File: src/rtl/filter_stream_driver.sv
// -----------------------------------------------------------------------------
// filter_stream_driver
//
// Frame-level driver for a pixel filter. It scans a source frame buffer in
// raster order, presents one pixel per issued read to the filter, and writes
// the filter's WREN-qualified results linearly into a destination buffer.
// Completion is detected by counting results rather than by assuming a fixed
// filter pipeline depth.
//
// Ports:
//   CLK, RST           clock and synchronous active-low reset
//   START, HOLD        frame start pulse (honoured only when idle), read back-pressure
//   BUSY, DONE, ERR    frame in progress, completion pulse, sticky protocol error
//   SRC_RDEN/ADDR/DATA source buffer read port (data valid one cycle after RDEN)
//   POSX, POSY, READY  coordinates and valid strobe of the presented pixel
//   PIX_R/G/B          presented pixel, taken straight from SRC_DATA
//   RDEN               filter acceptance of the presented pixel
//   WREN, RES_R/G/B    filter result strobe and result
//   DST_WREN/ADDR/DATA destination buffer write port
// -----------------------------------------------------------------------------
module filter_stream_driver #(
   parameter int WIDTH  = 640,
   parameter int HEIGHT = 480,
   parameter int AW     = 19
) (
   input  logic          CLK,
   input  logic          RST,
   input  logic          START,
   input  logic          HOLD,
   output logic          BUSY,
   output logic          DONE,
   output logic          ERR,
   output logic          SRC_RDEN,
   output logic [AW-1:0] SRC_ADDR,
   input  logic [23:0]   SRC_DATA,
   output logic [11:0]   POSX,
   output logic [11:0]   POSY,
   output logic          READY,
   input  logic          RDEN,
   output logic [7:0]    PIX_R,
   output logic [7:0]    PIX_G,
   output logic [7:0]    PIX_B,
   input  logic          WREN,
   input  logic [7:0]    RES_R,
   input  logic [7:0]    RES_G,
   input  logic [7:0]    RES_B,
   output logic          DST_WREN,
   output logic [AW-1:0] DST_ADDR,
   output logic [23:0]   DST_DATA
);

   localparam int unsigned   NPIX      = WIDTH * HEIGHT;
   localparam logic [AW-1:0] LAST_ADDR = AW'(NPIX - 1);
   // One bit wider than an address so the count can reach NPIX itself.
   localparam logic [AW:0]   NPIX_CNT  = (AW + 1)'(NPIX);
   localparam logic [11:0]   X_LAST    = 12'(WIDTH - 1);

   typedef enum logic [1:0] {
      IDLE,
      RUN,
      DRAIN,
      FIN
   } state_t;

   state_t      state;
   logic [11:0] x;
   logic [11:0] y;
   logic [AW:0] out_cnt;

   logic issue;
   logic last_issue;
   logic accept_start;
   logic collect;
   logic wren_err;
   logic lost_pixel;

   // HOLD must stop a read in the same cycle, so the read strobe is a
   // decode of the state register and HOLD rather than a flop.
   assign issue        = (state == RUN) && !HOLD;
   assign last_issue   = issue && (SRC_ADDR == LAST_ADDR);
   assign accept_start = (state == IDLE) && START;
   assign SRC_RDEN     = issue;

   // Results are taken only while a frame is active and still short of a
   // full frame; anything else is a protocol error and is dropped.
   assign collect    = WREN && ((state == RUN) || (state == DRAIN)) && (out_cnt != NPIX_CNT);
   assign wren_err   = WREN && !collect;
   assign lost_pixel = READY && !RDEN;

   // Pixel data arrives one cycle after the read, aligned with READY.
   assign PIX_R = SRC_DATA[23:16];
   assign PIX_G = SRC_DATA[15:8];
   assign PIX_B = SRC_DATA[7:0];

   // NOTE: reset is synchronous, so RST only takes effect at a clock edge and
   // combinational decodes of state still show the pre-reset value until then.
   always_ff @(posedge CLK) begin
      if (!RST) begin
         state    <= IDLE;
         BUSY     <= 1'b0;
         DONE     <= 1'b0;
         ERR      <= 1'b0;
         SRC_ADDR <= '0;
         x        <= '0;
         y        <= '0;
         out_cnt  <= '0;
         READY    <= 1'b0;
         POSX     <= '0;
         POSY     <= '0;
         DST_WREN <= 1'b0;
         DST_ADDR <= '0;
         DST_DATA <= '0;
      end else begin
         // Presentation stage: registered copy of the issue and its coordinates.
         READY <= issue;
         if (issue) begin
            POSX     <= x;
            POSY     <= y;
            SRC_ADDR <= SRC_ADDR + AW'(1);
            if (x == X_LAST) begin
               x <= '0;
               y <= y + 12'd1;
            end else begin
               x <= x + 12'd1;
            end
         end

         // Collection stage: one result in, one destination write out.
         DST_WREN <= collect;
         if (collect) begin
            DST_ADDR <= out_cnt[AW-1:0];
            DST_DATA <= {RES_R, RES_G, RES_B};
            out_cnt  <= out_cnt + (AW + 1)'(1);
         end

         // A new frame clears the flag, but an error in that same cycle wins.
         ERR <= (ERR && !accept_start) || lost_pixel || wren_err;

         case (state)
            IDLE: begin
               if (START) begin
                  state    <= RUN;
                  BUSY     <= 1'b1;
                  SRC_ADDR <= '0;
                  x        <= '0;
                  y        <= '0;
                  out_cnt  <= '0;
               end
            end
            RUN: begin
               if (last_issue) state <= DRAIN;
            end
            DRAIN: begin
               // Finish once every result has been written, whatever the
               // filter latency turned out to be.
               if (out_cnt == NPIX_CNT) begin
                  state <= FIN;
                  BUSY  <= 1'b0;
                  DONE  <= 1'b1;
               end
            end
            FIN: begin
               state <= IDLE;
               DONE  <= 1'b0;
            end
            default: state <= IDLE;
         endcase
      end
   end

endmodule
File: config.mk
export PLATFORM = sky130hd
export DESIGN_NAME = filter_stream_driver
export DESIGN_NICKNAME = d
export VERILOG_FILES = /design/src/rtl/filter_stream_driver.sv
export SDC_FILE = /design/constraint.sdc
export NUM_CORES = 1
export LEC_CHECK = 0
export CAP_MARGIN = 20
export CORE_ASPECT_RATIO = 1.5
export CORE_MARGIN = 8
export CORE_UTILIZATION = 48
export CTS_CLUSTER_DIAMETER = 40
export DETAILED_ROUTE_END_ITERATION = 8
export HOLD_SLACK_MARGIN = 0.15
export PLACE_DENSITY = 0.79
export SYNTH_ARGS = -nofsm -noshare
export SYNTH_HDL_FRONTEND = slang
export SYNTH_SLANG_ARGS = --single-unit
File: constraint.sdc
create_clock -name CLK -period 2.55 [get_ports CLK]
set_input_delay 0.3825 -clock CLK [delete_from_list [all_inputs] [get_ports CLK]]
set_output_delay 0.3825 -clock CLK [all_outputs]
set_load 0.03 [all_outputs]
==> report_table.html <==
<table>
<tr><th>Metric</th><th>Value</th></tr>
<tr><th colspan="2">Timing</th></tr>
<tr><td>Setup slack of the critical path after layout</td><td>219.1 ps</td></tr>
<tr><td>Final-report hold violation count</td><td>0</td></tr>
<tr><td>Setup Skew</td><td>6.151 ps</td></tr>
<tr><td>Setup Viol. Count Final</td><td>0</td></tr>
<tr><td>Achievable clock frequency</td><td>429.0 MHz</td></tr>
<tr><td>Unrepaired setup endpoints after global routing</td><td>false</td></tr>
<tr><td>Hold slack final</td><td>411.9 ps</td></tr>
<tr><td>Number of pins with negative max-slew slack in the final report</td><td>0</td></tr>
<tr><td>Final critical-path share of the clock period</td><td>91.41%</td></tr>
<tr><td>Relative slew margins</td><td>55.39%</td></tr>
<tr><td>Post-layout min period</td><td>2331 ps</td></tr>
<tr><td>Transition time at the pin with the least slew margin</td><td>663.1 ps</td></tr>
<tr><th colspan="2">CTS</th></tr>
<tr><td>Clk Latency, worst-skew pair</td><td>410 ps</td></tr>
<tr><td>Clock sinks</td><td>137</td></tr>
<tr><td>Root buffer cell</td><td>sky130_fd_sc_hd__clkbuf_16</td></tr>
<tr><td>Hold Buf Count CTS</td><td>0</td></tr>
<tr><td>Clock buffers created by TritonCTS</td><td>17</td></tr>
<tr><td>Number of levels in the clock H-tree</td><td>4</td></tr>
<tr><td>Post-CTS Setup Bufs</td><td>0</td></tr>
<tr><td>CTS tree</td><td>yes</td></tr>
<tr><td>Maximum root-to-sink buffer count</td><td>2</td></tr>
<tr><td>Clock slew seen by the registers of the worst setup and hold paths</td><td>60 ps</td></tr>
<tr><td>Resize count post-CTS</td><td>0</td></tr>
<tr><th colspan="2">Route</th></tr>
<tr><td>Antenna viol nets, final</td><td>0</td></tr>
<tr><td>WL final</td><td>14440 µm</td></tr>
<tr><td>Starting DRT DRC Count</td><td>145</td></tr>
<tr><td>Wire per inst</td><td>15.17 µm</td></tr>
<tr><td>Routed via count</td><td>4934</td></tr>
<tr><td>Count of TritonRoute iterations in the first routing pass</td><td>7</td></tr>
<tr><td>DRC errors left</td><td>0</td></tr>
<tr><td>Vias per inst</td><td>5.183</td></tr>
<tr><th colspan="2">Placement</th></tr>
<tr><td>Detailed-placement wirelength estimate</td><td>10490 µm</td></tr>
<tr><td>Instance area at placement</td><td>7071 µm²</td></tr>
<tr><td>GPL Wtd Cong</td><td>0.8589</td></tr>
<tr><td>Port-buffer cells</td><td>121</td></tr>
<tr><td>Worst setup slack before clock tree synthesis</td><td>-73.64 ps</td></tr>
<tr><th colspan="2">Yosys</th></tr>
<tr><td>Synth Area per Inst</td><td>8.488 µm²</td></tr>
<tr><td>Total nets after synthesis</td><td>750</td></tr>
<tr><td>Number of enable flip-flop cells after synthesis</td><td>0</td></tr>
<tr><td>Library cells used by synthesis</td><td>42</td></tr>
<tr><td>Register bit total from synthesis</td><td>137</td></tr>
<tr><td>Share of synthesized area occupied by flip-flops and latches</td><td>47.10%</td></tr>
<tr><td>Fraction of synthesis flops using an asynchronous set or reset pin</td><td>0%</td></tr>
<tr><td>Netlist area before placement</td><td>5823 µm²</td></tr>
<tr><td>Count of synthesis-stage warnings from yosys</td><td>0</td></tr>
<tr><td>Syn Inst Count</td><td>686</td></tr>
<tr><td>Post-synth top flop</td><td>sky130_fd_sc_hd__dfxtp_1</td></tr>
<tr><th colspan="2">Final layout</th></tr>
<tr><td>Area added between synthesis and finish</td><td>31.46%</td></tr>
<tr><td>Post-layout instance area</td><td>7655 µm²</td></tr>
<tr><td>Commonest non-fill, non-tap cell in the layout</td><td>sky130_fd_sc_hd__nand2_1</td></tr>
<tr><td>Layout net count</td><td>851</td></tr>
<tr><td>Post-Route Utilization</td><td>64.36%</td></tr>
<tr><td>Commonest cells after routing, fill and taps aside</td><td>161 x sky130_fd_sc_hd__nand2_1, 137 x sky130_fd_sc_hd__dfxtp_1, 119 x sky130_fd_sc_hd__clkdlybuf4s50_1</td></tr>
<tr><td>Share of cells above drive strength 1</td><td>7.635%</td></tr>
<tr><td>Ant. Diodes</td><td>0</td></tr>
<tr><th colspan="2">Floorplan</th></tr>
<tr><td>Number of rows created at floorplan</td><td>49</td></tr>
<tr><td>Die footprint</td><td>15980 µm²</td></tr>
<tr><td>Die Y</td><td>150.9 µm</td></tr>
<tr><td>Area of the core</td><td>11890 µm²</td></tr>
<tr><td>Die width</td><td>105.9 µm</td></tr>
<tr><td>Effective utilization at floorplan</td><td>48.96%</td></tr>
<tr><td>Number of ports placed on the die boundary</td><td>170</td></tr>
<tr><th colspan="2">Global routing</th></tr>
<tr><td>Vias in the first global route</td><td>4986</td></tr>
<tr><td>Global-route usage over all layers</td><td>18.02%</td></tr>
<tr><td>Largest net degree at the start of global routing</td><td>57</td></tr>
<tr><td>Total congestion overflow after global routing</td><td>0</td></tr>
<tr><td>Wire length of the first global-routing pass</td><td>23620 µm</td></tr>
<tr><td>Number of antenna violations at the first check in global routing</td><td>0</td></tr>
<tr><th colspan="2">Worst setup path</th></tr>
<tr><td>Slowest cell on the critical path</td><td>sky130_fd_sc_hd__or4_4</td></tr>
<tr><td>Critical register-to-register path startpoint</td><td>state[1]</td></tr>
<tr><td>Crit path from</td><td>state[1]</td></tr>
<tr><td>Flop-to-flop setup slack</td><td>220 ps</td></tr>
<tr><td>Worst Path Max Fanout</td><td>8</td></tr>
<tr><td>CP Capture Point</td><td>y[9]</td></tr>
<tr><td>Critical Path Source Type</td><td>flop</td></tr>
<tr><td>CP Data Arrival Time</td><td>2660 ps</td></tr>
<tr><td>Delay of the slowest cell on the worst path</td><td>560 ps</td></tr>
<tr><td>End of the worst register-to-register path</td><td>y[9]</td></tr>
<tr><td>Worst reg2reg path depth</td><td>7</td></tr>
<tr><td>Worst setup path class</td><td>reg -&gt; reg</td></tr>
<tr><td>Element type at the critical path end</td><td>flop</td></tr>
<tr><td>Required time worst endpoint</td><td>2880 ps</td></tr>
<tr><td>Sequence of cells on the critical path</td><td>inv_1 &gt; ha_2 &gt; nand3b_4 &gt; or3_4 &gt; or4_4 &gt; or3_1 &gt; a21oi_1</td></tr>
<tr><th colspan="2">Hold path</th></tr>
<tr><td>Path category of the worst min-delay check</td><td>in -&gt; reg</td></tr>
<tr><th colspan="2">Power</th></tr>
<tr><td>Power density over the cells</td><td>751.3 nW/µm²</td></tr>
<tr><td>Leakage Power</td><td>0.002624 µW</td></tr>
<tr><td>Total Power Consumption</td><td>5751 µW</td></tr>
<tr><td>Peak ir drop on the vdd network</td><td>0.4878 mV</td></tr>
<tr><th colspan="2">Run status</th></tr>
<tr><td>Result of the run</td><td>finished, final reports clean</td></tr>
<tr><th colspan="2">Flow run</th></tr>
<tr><td># Max-Cap Violations</td><td>0</td></tr>
</table>
[area by class of cell]
class                      instances  area (µm²)
tap                              153       191.4
inverter                          11       41.29
fill                             967        4239
timing repair buffer             138        1344
sequential                       137        2743
clock inverter                    12       125.1
clock buffer                      19       452.9
multi-input combinational        482        2758
[metrics by stage]
| step | std cells | TNS [ps] |
|---|---|---|
| final | 952 | 0 |
| after global routing | 952 | 0 |
| after CTS | 952 | 0 |
| after detailed placement | 921 | -165.7 |
| after global placement | 921 | -28.34 |
| after floorplan | 686 | 0 |
[cell usage after synthesis, types with 10 or more instances]
| library cell | number | share of area, % |
|---|---|---|
| sky130_fd_sc_hd__ha_1 | 10 | 2.1 |
| sky130_fd_sc_hd__dfxtp_1 | 137 | 47 |
| sky130_fd_sc_hd__xnor2_1 | 14 | 2.1 |
| sky130_fd_sc_hd__a21boi_0 | 65 | 8.4 |
| sky130_fd_sc_hd__nand3_1 | 24 | 2.1 |
| sky130_fd_sc_hd__nand4_1 | 16 | 1.7 |
| sky130_fd_sc_hd__nor2_1 | 56 | 3.6 |
| sky130_fd_sc_hd__xor2_1 | 34 | 5.1 |
| sky130_fd_sc_hd__o21ai_0 | 13 | 1.1 |
| sky130_fd_sc_hd__nand2_1 | 162 | 10 |
| sky130_fd_sc_hd__buf_4 | 24 | 3.1 |
| sky130_fd_sc_hd__a21oi_1 | 15 | 1.3 |
| sky130_fd_sc_hd__inv_1 | 11 | 0.71 |
| sky130_fd_sc_hd__clkbuf_1 | 29 | 1.9 |
[how the worst min path moves through the flow]
stage,cells after the start,endpoint,slack [ps],startpoint
2_1_floorplan,2,POSY[11],450,y[11]
6_report,2,DONE,410,RST
4_1_cts,2,DONE,400,RST
3_5_place_dp,2,DST_ADDR[18],460,DST_ADDR[18]
3_3_place_gp,2,DST_DATA[11],450,DST_DATA[11]
5_1_grt,2,DONE,420,RST
[logic make-up (layout without fill, tap and decap cells)]
| family | after synthesis | after routing | synth area share (%) |
|---|---|---|---|
| simple gates | 317 | 317 | 24.88 |
| buf+inv | 67 | 180 | 5.887 |
| fa+ha+maj | 10 | 10 | 2.149 |
| compound gates | 104 | 104 | 12.25 |
| mux | 3 | 3 | 0.5157 |
| xor+xnor | 48 | 48 | 7.220 |
| flops | 137 | 137 | 47.10 |
[flip-flops by register name, summed over array words and instances, names as in the netlist]
register and cells:
y 12, x 12, POSY 12, BUSY 1
DONE 1, POSX 12, DST_WREN 1, out_cnt 20
ERR 1, DST_DATA 24, SRC_ADDR 19, READY 1
state 2, DST_ADDR 19
[metal layers]
metal	part of all wire [%]	vias up	routed length (µm)	GRT usage (%)
met5	0	-	0	0
met4	1.3	0	185	7.703
met3	6.5	18	936	5.366
met2	55	157	7888	33.71
met1	38	2301	5430	17.99
li1	-	2458	-	-
[report_power, final]
part	internal (µW)	total (µW)	leakage, µW	switching, µW
Combinational	384	1070	0.00124	686
Sequential	2250	2310	0.00111	68.3
Clock	1480	2370	0.000281	889
Total	4110	5750	0.00262	1640
[worst max-delay path: cells and delay by family (launching register included)]
kind                     cells  cell delay [ps]
AO/OA/AOI/OAI                1              190
adder cells (fa/ha/maj)      1              240
buffers and inverters        1              110
flip-flops                   1              340
AND/OR/NAND/NOR              4             1370
Note: power is estimated with default switching activity, not from simulation.
